$ cat config.mk
export PLATFORM = sky130hd
export DESIGN_NAME = halfband_interp2_flat
export DESIGN_NICKNAME = d
export VERILOG_FILES = /design/src/rtl/halfband_pkg.sv /design/src/rtl/halfband_interp2_if.sv /design/src/rtl/hb_adder_tree.sv /design/src/rtl/halfband_interp2.sv /design/src/flat_wrapper.sv
export SDC_FILE = /design/constraint.sdc
export NUM_CORES = 2
export LEC_CHECK = 0
export CORE_ASPECT_RATIO = 1.4
export CORE_MARGIN = 2
export CORE_UTILIZATION = 60
export DETAILED_ROUTE_END_ITERATION = 8
export PLACE_DENSITY = 0.87
export SETUP_SLACK_MARGIN = 0.15
export SYNTH_ARGS = -nofsm -noshare
export SYNTH_HDL_FRONTEND = slang
export SYNTH_SLANG_ARGS = --single-unit
export TNS_END_PERCENT = 50
$ cat constraint.sdc
create_clock -name sys_clk -period 30.7 [get_ports sys_clk]
set_input_delay 4.605 -clock sys_clk [delete_from_list [all_inputs] [get_ports sys_clk]]
set_output_delay 4.605 -clock sys_clk [all_outputs]
set_load 0.02 [all_outputs]
$ cat src/rtl/halfband_pkg.sv
// Shared halfband constants: coefficient sets, centre tap and latency helpers
// for the interpolator stages and the blocks that instantiate them.
package halfband_pkg;

    localparam int HB_COEF_W = 18;
    localparam int HB_NUM_NZ = 4;

    // h[0] (outermost tap) sits in the least significant slice.
    localparam logic [HB_NUM_NZ*HB_COEF_W-1:0] HB1_COEFS =
        {18'sd78535, -18'sd15925, 18'sd3274, -18'sd348};
    localparam logic [HB_NUM_NZ*HB_COEF_W-1:0] HB2_COEFS =
        {18'sd78408, -18'sd15695, 18'sd3144, -18'sd322};

    localparam int HB_CENTER = 131071;

    // Input-to-phase-A latency of one stage.
    function automatic int hb_lat(input int num_nz);
        return 4 + $clog2(num_nz);
    endfunction

    // Number of nodes left after l pairwise reduction levels of n elements.
    function automatic int hb_cnt(input int n, input int l);
        return (n + (1 << l) - 1) >> l;
    endfunction

endpackage

$ cat src/rtl/halfband_interp2_if.sv
// Sample-stream bundle of one interpolator stage: strobed input sample and
// strobed, phase-tagged output sample plus the sticky drop flag.
interface halfband_interp2_if #(
    parameter int DATA_W = 18
);
    logic                     in_valid;
    logic signed [DATA_W-1:0] x_in;
    logic                     out_valid;
    logic                     out_phase;
    logic signed [DATA_W-1:0] y;
    logic                     overrun;

    modport master (
        output in_valid, x_in,
        input  out_valid, out_phase, y, overrun
    );

    modport slave (
        input  in_valid, x_in,
        output out_valid, out_phase, y, overrun
    );
endinterface

$ cat src/rtl/hb_adder_tree.sv
// Registered pairwise adder tree: N signed inputs, $clog2(N) register levels,
// an odd trailing element is carried through its level with a register. N >= 2.
module hb_adder_tree
    import halfband_pkg::*;
#(
    parameter int N    = 4,
    parameter int W_IN = 37
) (
    input  logic                                 sys_clk,
    input  logic                                 reset,
    input  logic                                 vld_in,
    input  logic signed [W_IN-1:0]               din [N],
    output logic                                 vld_out,
    output logic signed [W_IN+$clog2(N)-1:0]     dout
);

    localparam int LVL   = $clog2(N);
    localparam int W_OUT = W_IN + LVL;

    for (genvar l = 0; l < LVL; l++) begin : lvl_g
        localparam int CIN  = hb_cnt(N, l);
        localparam int COUT = hb_cnt(N, l + 1);

        logic signed [W_OUT-1:0] src_s  [2*COUT];
        logic signed [W_OUT-1:0] node_r [COUT];
        logic                    vsrc_s;
        logic                    vld_r;

        for (genvar i = 0; i < 2*COUT; i++) begin : src_g
            if (i >= CIN) begin : pad_g
                assign src_s[i] = '0;
            end else if (l == 0) begin : in_g
                assign src_s[i] = W_OUT'(din[i]);
            end else begin : up_g
                assign src_s[i] = lvl_g[l-1].node_r[i];
            end
        end

        if (l == 0) begin : vin_g
            assign vsrc_s = vld_in;
        end else begin : vup_g
            assign vsrc_s = lvl_g[l-1].vld_r;
        end

        // One reduction level; a padded zero partner turns the odd node into a pass-through.
        always_ff @(posedge sys_clk or posedge reset) begin
            if (reset) begin
                vld_r <= 1'b0;
                for (int i = 0; i < COUT; i++) node_r[i] <= '0;
            end else begin
                vld_r <= vsrc_s;
                for (int i = 0; i < COUT; i++) node_r[i] <= src_s[2*i] + src_s[2*i+1];
            end
        end
    end

    assign dout    = lvl_g[LVL-1].node_r[0];
    assign vld_out = lvl_g[LVL-1].vld_r;

endmodule

$ cat src/rtl/halfband_interp2.sv
// halfband_interp2: 2x polyphase halfband interpolator, each input yields phase A then phase B.
// Build option HB_INTERP_SAT_EN: saturate scaled results to DATA_W bits instead of wrapping.
module halfband_interp2
    import halfband_pkg::*;
#(
    parameter int                       DATA_W = 18,
    parameter int                       COEF_W = 18,
    parameter int                       NUM_NZ = 4,
    parameter logic [NUM_NZ*COEF_W-1:0] COEFS  = HB1_COEFS,
    parameter int                       CENTER = HB_CENTER
) (
    input logic                sys_clk,
    input logic                reset,
    halfband_interp2_if.slave  bus
);

    localparam int TAPS   = 2 * NUM_NZ;
    localparam int PRE_W  = DATA_W + 1;
    localparam int PROD_W = DATA_W + COEF_W + 1;
    localparam int LVL    = $clog2(NUM_NZ);
    localparam int SUM_W  = PROD_W + LVL;
    localparam int SHIFT  = COEF_W - 1;
    localparam logic signed [COEF_W-1:0] CEN_C = COEF_W'(CENTER);

    logic signed [COEF_W-1:0] coef_s [NUM_NZ];
    logic                     accept_s;
    logic                     drop_s;
    logic                     acc_prev_r;
    logic                     overrun_r;
    logic signed [DATA_W-1:0] dly_r [TAPS];
    logic                     v1_r, v2_r, v3_r;
    logic signed [PRE_W-1:0]  pre_r [NUM_NZ];
    logic signed [PROD_W-1:0] prod_r [NUM_NZ];
    logic signed [DATA_W-1:0] cen_d_r;
    logic signed [PROD_W-1:0] cen_prod_r;
    logic signed [SUM_W-1:0]  cen_pipe_r [LVL];
    logic signed [SUM_W-1:0]  sum_s;
    logic                     sum_vld_s;
    logic signed [DATA_W-1:0] y_r;
    logic                     out_valid_r;
    logic                     out_phase_r;
    logic                     pend_r;
    logic signed [DATA_W-1:0] pend_y_r;

    for (genvar k = 0; k < NUM_NZ; k++) begin : coef_g
        assign coef_s[k] = COEFS[k*COEF_W +: COEF_W];
    end

    // Gain-2 scaling (floor) and reduction of a full-precision result to DATA_W bits.
    function automatic logic signed [DATA_W-1:0] scale_reduce(input logic signed [SUM_W-1:0] v);
`ifdef HB_INTERP_SAT_EN
        localparam logic signed [DATA_W-1:0] Y_MAX = {1'b0, {(DATA_W-1){1'b1}}};
        localparam logic signed [DATA_W-1:0] Y_MIN = {1'b1, {(DATA_W-1){1'b0}}};
        if ((v >>> SHIFT) > SUM_W'(Y_MAX)) begin
            return Y_MAX;
        end else if ((v >>> SHIFT) < SUM_W'(Y_MIN)) begin
            return Y_MIN;
        end else begin
            return DATA_W'(v >>> SHIFT);
        end
`else
        return DATA_W'(v >>> SHIFT);
`endif
    endfunction

    // A strobe directly after an accepted one cannot be serialised in time and is dropped.
    always_comb begin
        accept_s = bus.in_valid & ~acc_prev_r;
        drop_s   = bus.in_valid &  acc_prev_r;
    end

    // Acceptance history, sticky overrun and the sample delay line (d[0] newest).
    always_ff @(posedge sys_clk or posedge reset) begin
        if (reset) begin
            acc_prev_r <= 1'b0;
            overrun_r  <= 1'b0;
            v1_r       <= 1'b0;
            for (int i = 0; i < TAPS; i++) dly_r[i] <= '0;
        end else begin
            acc_prev_r <= accept_s;
            overrun_r  <= overrun_r | drop_s;
            v1_r       <= accept_s;
            if (accept_s) begin
                dly_r[0] <= bus.x_in;
                for (int i = 1; i < TAPS; i++) dly_r[i] <= dly_r[i-1];
            end
        end
    end

    // Symmetric pre-add, multiply, and the centre-tap path delayed to meet the tree output.
    always_ff @(posedge sys_clk or posedge reset) begin
        if (reset) begin
            v2_r       <= 1'b0;
            v3_r       <= 1'b0;
            cen_d_r    <= '0;
            cen_prod_r <= '0;
            for (int k = 0; k < NUM_NZ; k++) begin
                pre_r[k]  <= '0;
                prod_r[k] <= '0;
            end
            for (int i = 0; i < LVL; i++) cen_pipe_r[i] <= '0;
        end else begin
            v2_r <= v1_r;
            v3_r <= v2_r;
            for (int k = 0; k < NUM_NZ; k++) begin
                pre_r[k]  <= PRE_W'(dly_r[k]) + PRE_W'(dly_r[TAPS-1-k]);
                prod_r[k] <= PROD_W'(pre_r[k]) * PROD_W'(coef_s[k]);
            end
            cen_d_r       <= dly_r[NUM_NZ-1];
            cen_prod_r    <= PROD_W'(cen_d_r) * PROD_W'(CEN_C);
            cen_pipe_r[0] <= SUM_W'(cen_prod_r);
            for (int i = 1; i < LVL; i++) cen_pipe_r[i] <= cen_pipe_r[i-1];
        end
    end

    hb_adder_tree #(
        .N    (NUM_NZ),
        .W_IN (PROD_W)
    ) u_tree (
        .sys_clk (sys_clk),
        .reset   (reset),
        .vld_in  (v3_r),
        .din     (prod_r),
        .vld_out (sum_vld_s),
        .dout    (sum_s)
    );

    // Serialiser: phase A when the tree result lands, the held phase B on the next cycle.
    always_ff @(posedge sys_clk or posedge reset) begin
        if (reset) begin
            y_r         <= '0;
            out_valid_r <= 1'b0;
            out_phase_r <= 1'b0;
            pend_r      <= 1'b0;
            pend_y_r    <= '0;
        end else if (sum_vld_s) begin
            y_r         <= scale_reduce(sum_s);
            out_valid_r <= 1'b1;
            out_phase_r <= 1'b0;
            pend_r      <= 1'b1;
            pend_y_r    <= scale_reduce(cen_pipe_r[LVL-1]);
        end else if (pend_r) begin
            y_r         <= pend_y_r;
            out_valid_r <= 1'b1;
            out_phase_r <= 1'b1;
            pend_r      <= 1'b0;
        end else begin
            out_valid_r <= 1'b0;
        end
    end

    assign bus.y         = y_r;
    assign bus.out_valid = out_valid_r;
    assign bus.out_phase = out_phase_r;
    assign bus.overrun   = overrun_r;

endmodule

$ cat src/flat_wrapper.sv
// flat-port wrapper written by rule: the top's interface ports become plain ports
module halfband_interp2_flat import halfband_pkg::*;
#(
    parameter int                       DATA_W = 18,
    parameter int                       COEF_W = 18,
    parameter int                       NUM_NZ = 4,
    parameter logic [NUM_NZ*COEF_W-1:0] COEFS  = HB1_COEFS,
    parameter int                       CENTER = HB_CENTER
)
  (sys_clk, reset, bus_in_valid, bus_x_in, bus_out_valid, bus_out_phase, bus_y, bus_overrun);
  halfband_interp2_if #(.DATA_W(DATA_W)) bus_i ();
  input logic sys_clk;
  input logic reset;
  input wire logic [$bits(bus_i.in_valid)-1:0] bus_in_valid;
  input wire logic [$bits(bus_i.x_in)-1:0] bus_x_in;
  output wire logic [$bits(bus_i.out_valid)-1:0] bus_out_valid;
  output wire logic [$bits(bus_i.out_phase)-1:0] bus_out_phase;
  output wire logic [$bits(bus_i.y)-1:0] bus_y;
  output wire logic [$bits(bus_i.overrun)-1:0] bus_overrun;
  assign bus_i.in_valid = bus_in_valid;
  assign bus_i.x_in = bus_x_in;
  assign bus_out_valid = bus_i.out_valid;
  assign bus_out_phase = bus_i.out_phase;
  assign bus_y = bus_i.y;
  assign bus_overrun = bus_i.overrun;
  halfband_interp2 #(.DATA_W(DATA_W), .COEF_W(COEF_W), .NUM_NZ(NUM_NZ), .COEFS(COEFS), .CENTER(CENTER)) u_core (.sys_clk(sys_clk), .reset(reset), .bus(bus_i));
endmodule
==> impl_metrics.ini <==
[cts]
clock_latency_ps = 620
post_cts_buffers = 0
clk_pin_slew_worst_paths_ps = 70
cts_hold_buf = 0
cts.sinks = 548
cts-root-buf = clkbuf_16
cts_buffer_depth = 3
ctsResizeCount = 0
cts_tree = done
htreeDepth = 2
cts_buffers = 49

[logic_synthesis]
async_reset_ff_frac = 1.00
syn_nets = 6003
synth_top_flop_cell = dfrtp_1
yosysWarnings = 0
synth_most_common_cell = inv_1
synth_top_area_share = 0.286
synth_edf_count = 0
synth_cell_types = 75
yosysTopAreaCell = dfrtp_1
synth_commonest_cells = inv_1 (952), ha_1 (764), dfrtp_1 (548), nand2_1 (539), fa_1 (487)
synth_area_um2 = 48000
synth_seq_cells = 548
netlist_instances = 4731
synth.area.top_cells = dfrtp_1 (29%), fa_1 (20%), ha_1 (20%)
avgSynthCellArea_um2 = 10.2
yosysSeqAreaShare = 0.286

[layout]
drive_gt1_frac = 0.0303
nets = 6056
final.fill_count = 5661
area_growth_pct = 6.81

[setup_path]
r2r_end = u_core.cen_prod_r[34]$_DFF_PP0_
timing.rr.start = u_core.cen_d_r[17]$_DFF_PP0_
cp_max_fo = 195
crit_start = reset
critPathArrivalTime_ps = 7440
cp.required_ps = 31280
r2r_cells = 22
start_kind = input pin
setup.worst_path.end_class = async pin
path_class = in -> async
reg2reg_slack_ps = 24120
cp-endpoint = u_core.bus.y[3]$_DFFE_PP0P_

[global_routing]
grt_pass1_wl_um = 178000
grt.total_usage = 0.272
grt_pass1_vias = 35900
grt_max_degree = 196
antenna_found_initial = 6
grt-ovfl-total = 0

[timing]
finalSetupViolCount = 0
finalClockSkew_ps = 23.3
period_share = 0.223
setup_tns_ps = 0
hold_viol = 0
slew_violations = 0
worstMarginPinSlew_ps = 1110
fmax_mhz = 146
min_period_ps = 6860
rsz0062_at_grt = no
max-slew-margin-rel = 0.261

[floorplanning]
core_area_um2 = 79200
initial_core_util = 0.606
design.die.area_um2 = 82300
die_h_um = 339
rows = 122
ioPinCount = 42
fp.dieW_um = 243

[placed_design]
port_buffers = 41
hpwl_um = 88900
gp_congestion = 1.00

[detailed_routing]
drc_errors = 0
drt_iter0_drc = 1915
via_per_inst = 5.57
wl_um = 108000
post_drt_wl_per_cell_um = 18.4
first_pass_iters = 7
dr_total_vias = 32700
antenna_left = 0

[run]
cap_violations = 0

[run_status]
status = finished clean

[min_path]
holdCritPathClass = reg -> reg
cell families (layout without fill, tap and decap cells):
group	Yosys count	in the layout	synth area share
other	0	3	0
AND/OR/NAND/NOR	951	951	0.0857
XOR/XNOR	306	306	0.0558
buffers and inverters	1003	1095	0.0784
adder cells (fa/ha/maj)	1252	1252	0.402
flip-flops	548	548	0.286
multiplexers	46	46	0.0102
AO/OA/AOI/OAI	625	625	0.0821
worst min path at each step:
stage / startpoint / endpoint / slack [ps] / cells after the start
2_1_floorplan: u_core.cen_pipe_r[56]$_DFF_PP0_ / u_core.cen_pipe_r[17]$_DFF_PP0_ / 330 / 0
6_report: u_core.cen_prod_r[17]$_DFF_PP0_ / u_core.cen_pipe_r[56]$_DFF_PP0_ / 340 / 0
5_1_grt: u_core.cen_pipe_r[71]$_DFF_PP0_ / u_core.cen_pipe_r[32]$_DFF_PP0_ / 360 / 0
3_3_place_gp: u_core.cen_pipe_r[59]$_DFF_PP0_ / u_core.cen_pipe_r[20]$_DFF_PP0_ / 330 / 0
3_5_place_dp: u_core.cen_pipe_r[58]$_DFF_PP0_ / u_core.cen_pipe_r[19]$_DFF_PP0_ / 330 / 0
4_1_cts: u_core.cen_prod_r[17]$_DFF_PP0_ / u_core.cen_pipe_r[56]$_DFF_PP0_ / 350 / 0
metal layers:
metal | vias to the layer above | wire length [µm] | track usage
met2 | 874 | 57100 | 0.502
met4 | 4 | 7770 | 0.170
met5 | - | 26 | 0
li1 | 15200 | - | -
met1 | 16300 | 39000 | 0.293
met3 | 422 | 4340 | 0.0338
layout by cell type (no fill, tap or decap), drive strengths merged, types with 76 or more instances in the layout:
| cell | Yosys | layout |
|---|---|---|
| dfrtp | 548 | 548 |
| inv | 953 | 957 |
| ha | 764 | 764 |
| xnor2 | 230 | 230 |
| xor2 | 76 | 76 |
| fa | 487 | 487 |
| o21ai | 151 | 151 |
| nand2 | 539 | 539 |
| a21oi | 184 | 184 |
| a21o | 90 | 90 |
| nor2 | 174 | 174 |
critical path, cell delays in order:
cell and delay (ps):
clkdlybuf4s50_1 490, inv_8 500, buf_12 660, buf_4 970
through the flow:
stage	worst slack, ps	hold WS [ps]	utilization	instances	cell area [µm²]
2_1_floorplan	10770	331	-	4731	48000
3_3_place_gp	23000	332	0.627	5787	49700
3_5_place_dp	22970	335	0.627	5787	49700
4_1_cts	23600	347	0.647	5877	51300
5_1_grt	23250	356	0.647	5877	51300
6_report	23840	345	0.647	5880	51300
flip-flops by register name (all words and copies together), names as in the netlist, 18 cells and up:
register                    flops
u_core.u_tree.dout             18
u_core.bus.y                   18
u_core.pre_r                   76
u_core.u_tree.lvl_g.node_r     66
u_core.cen_d_r                 18
u_core.cen_prod_r              18
u_core.pend_y_r                18
u_core.cen_pipe_r              36
u_core.prod_r                 127
u_core.dly_r                  144
cell type report:
type                            count  area (µm²)  share of cell area
Sequential cell                   548       13700               0.267
Timing Repair Buffer               51         498             0.00971
Inverter                          954        3590              0.0700
Tap cell                         1054        1320              0.0257
Clock buffer                       71        1380              0.0269
Clock inverter                     19         230             0.00449
Multi-Input combinational cell   3180       30600               0.596
Antenna cell                        3        7.51            0.000146
Power is not shown: default switching activity piles up to over one toggle a cycle in this logic, so the estimate is an artifact.
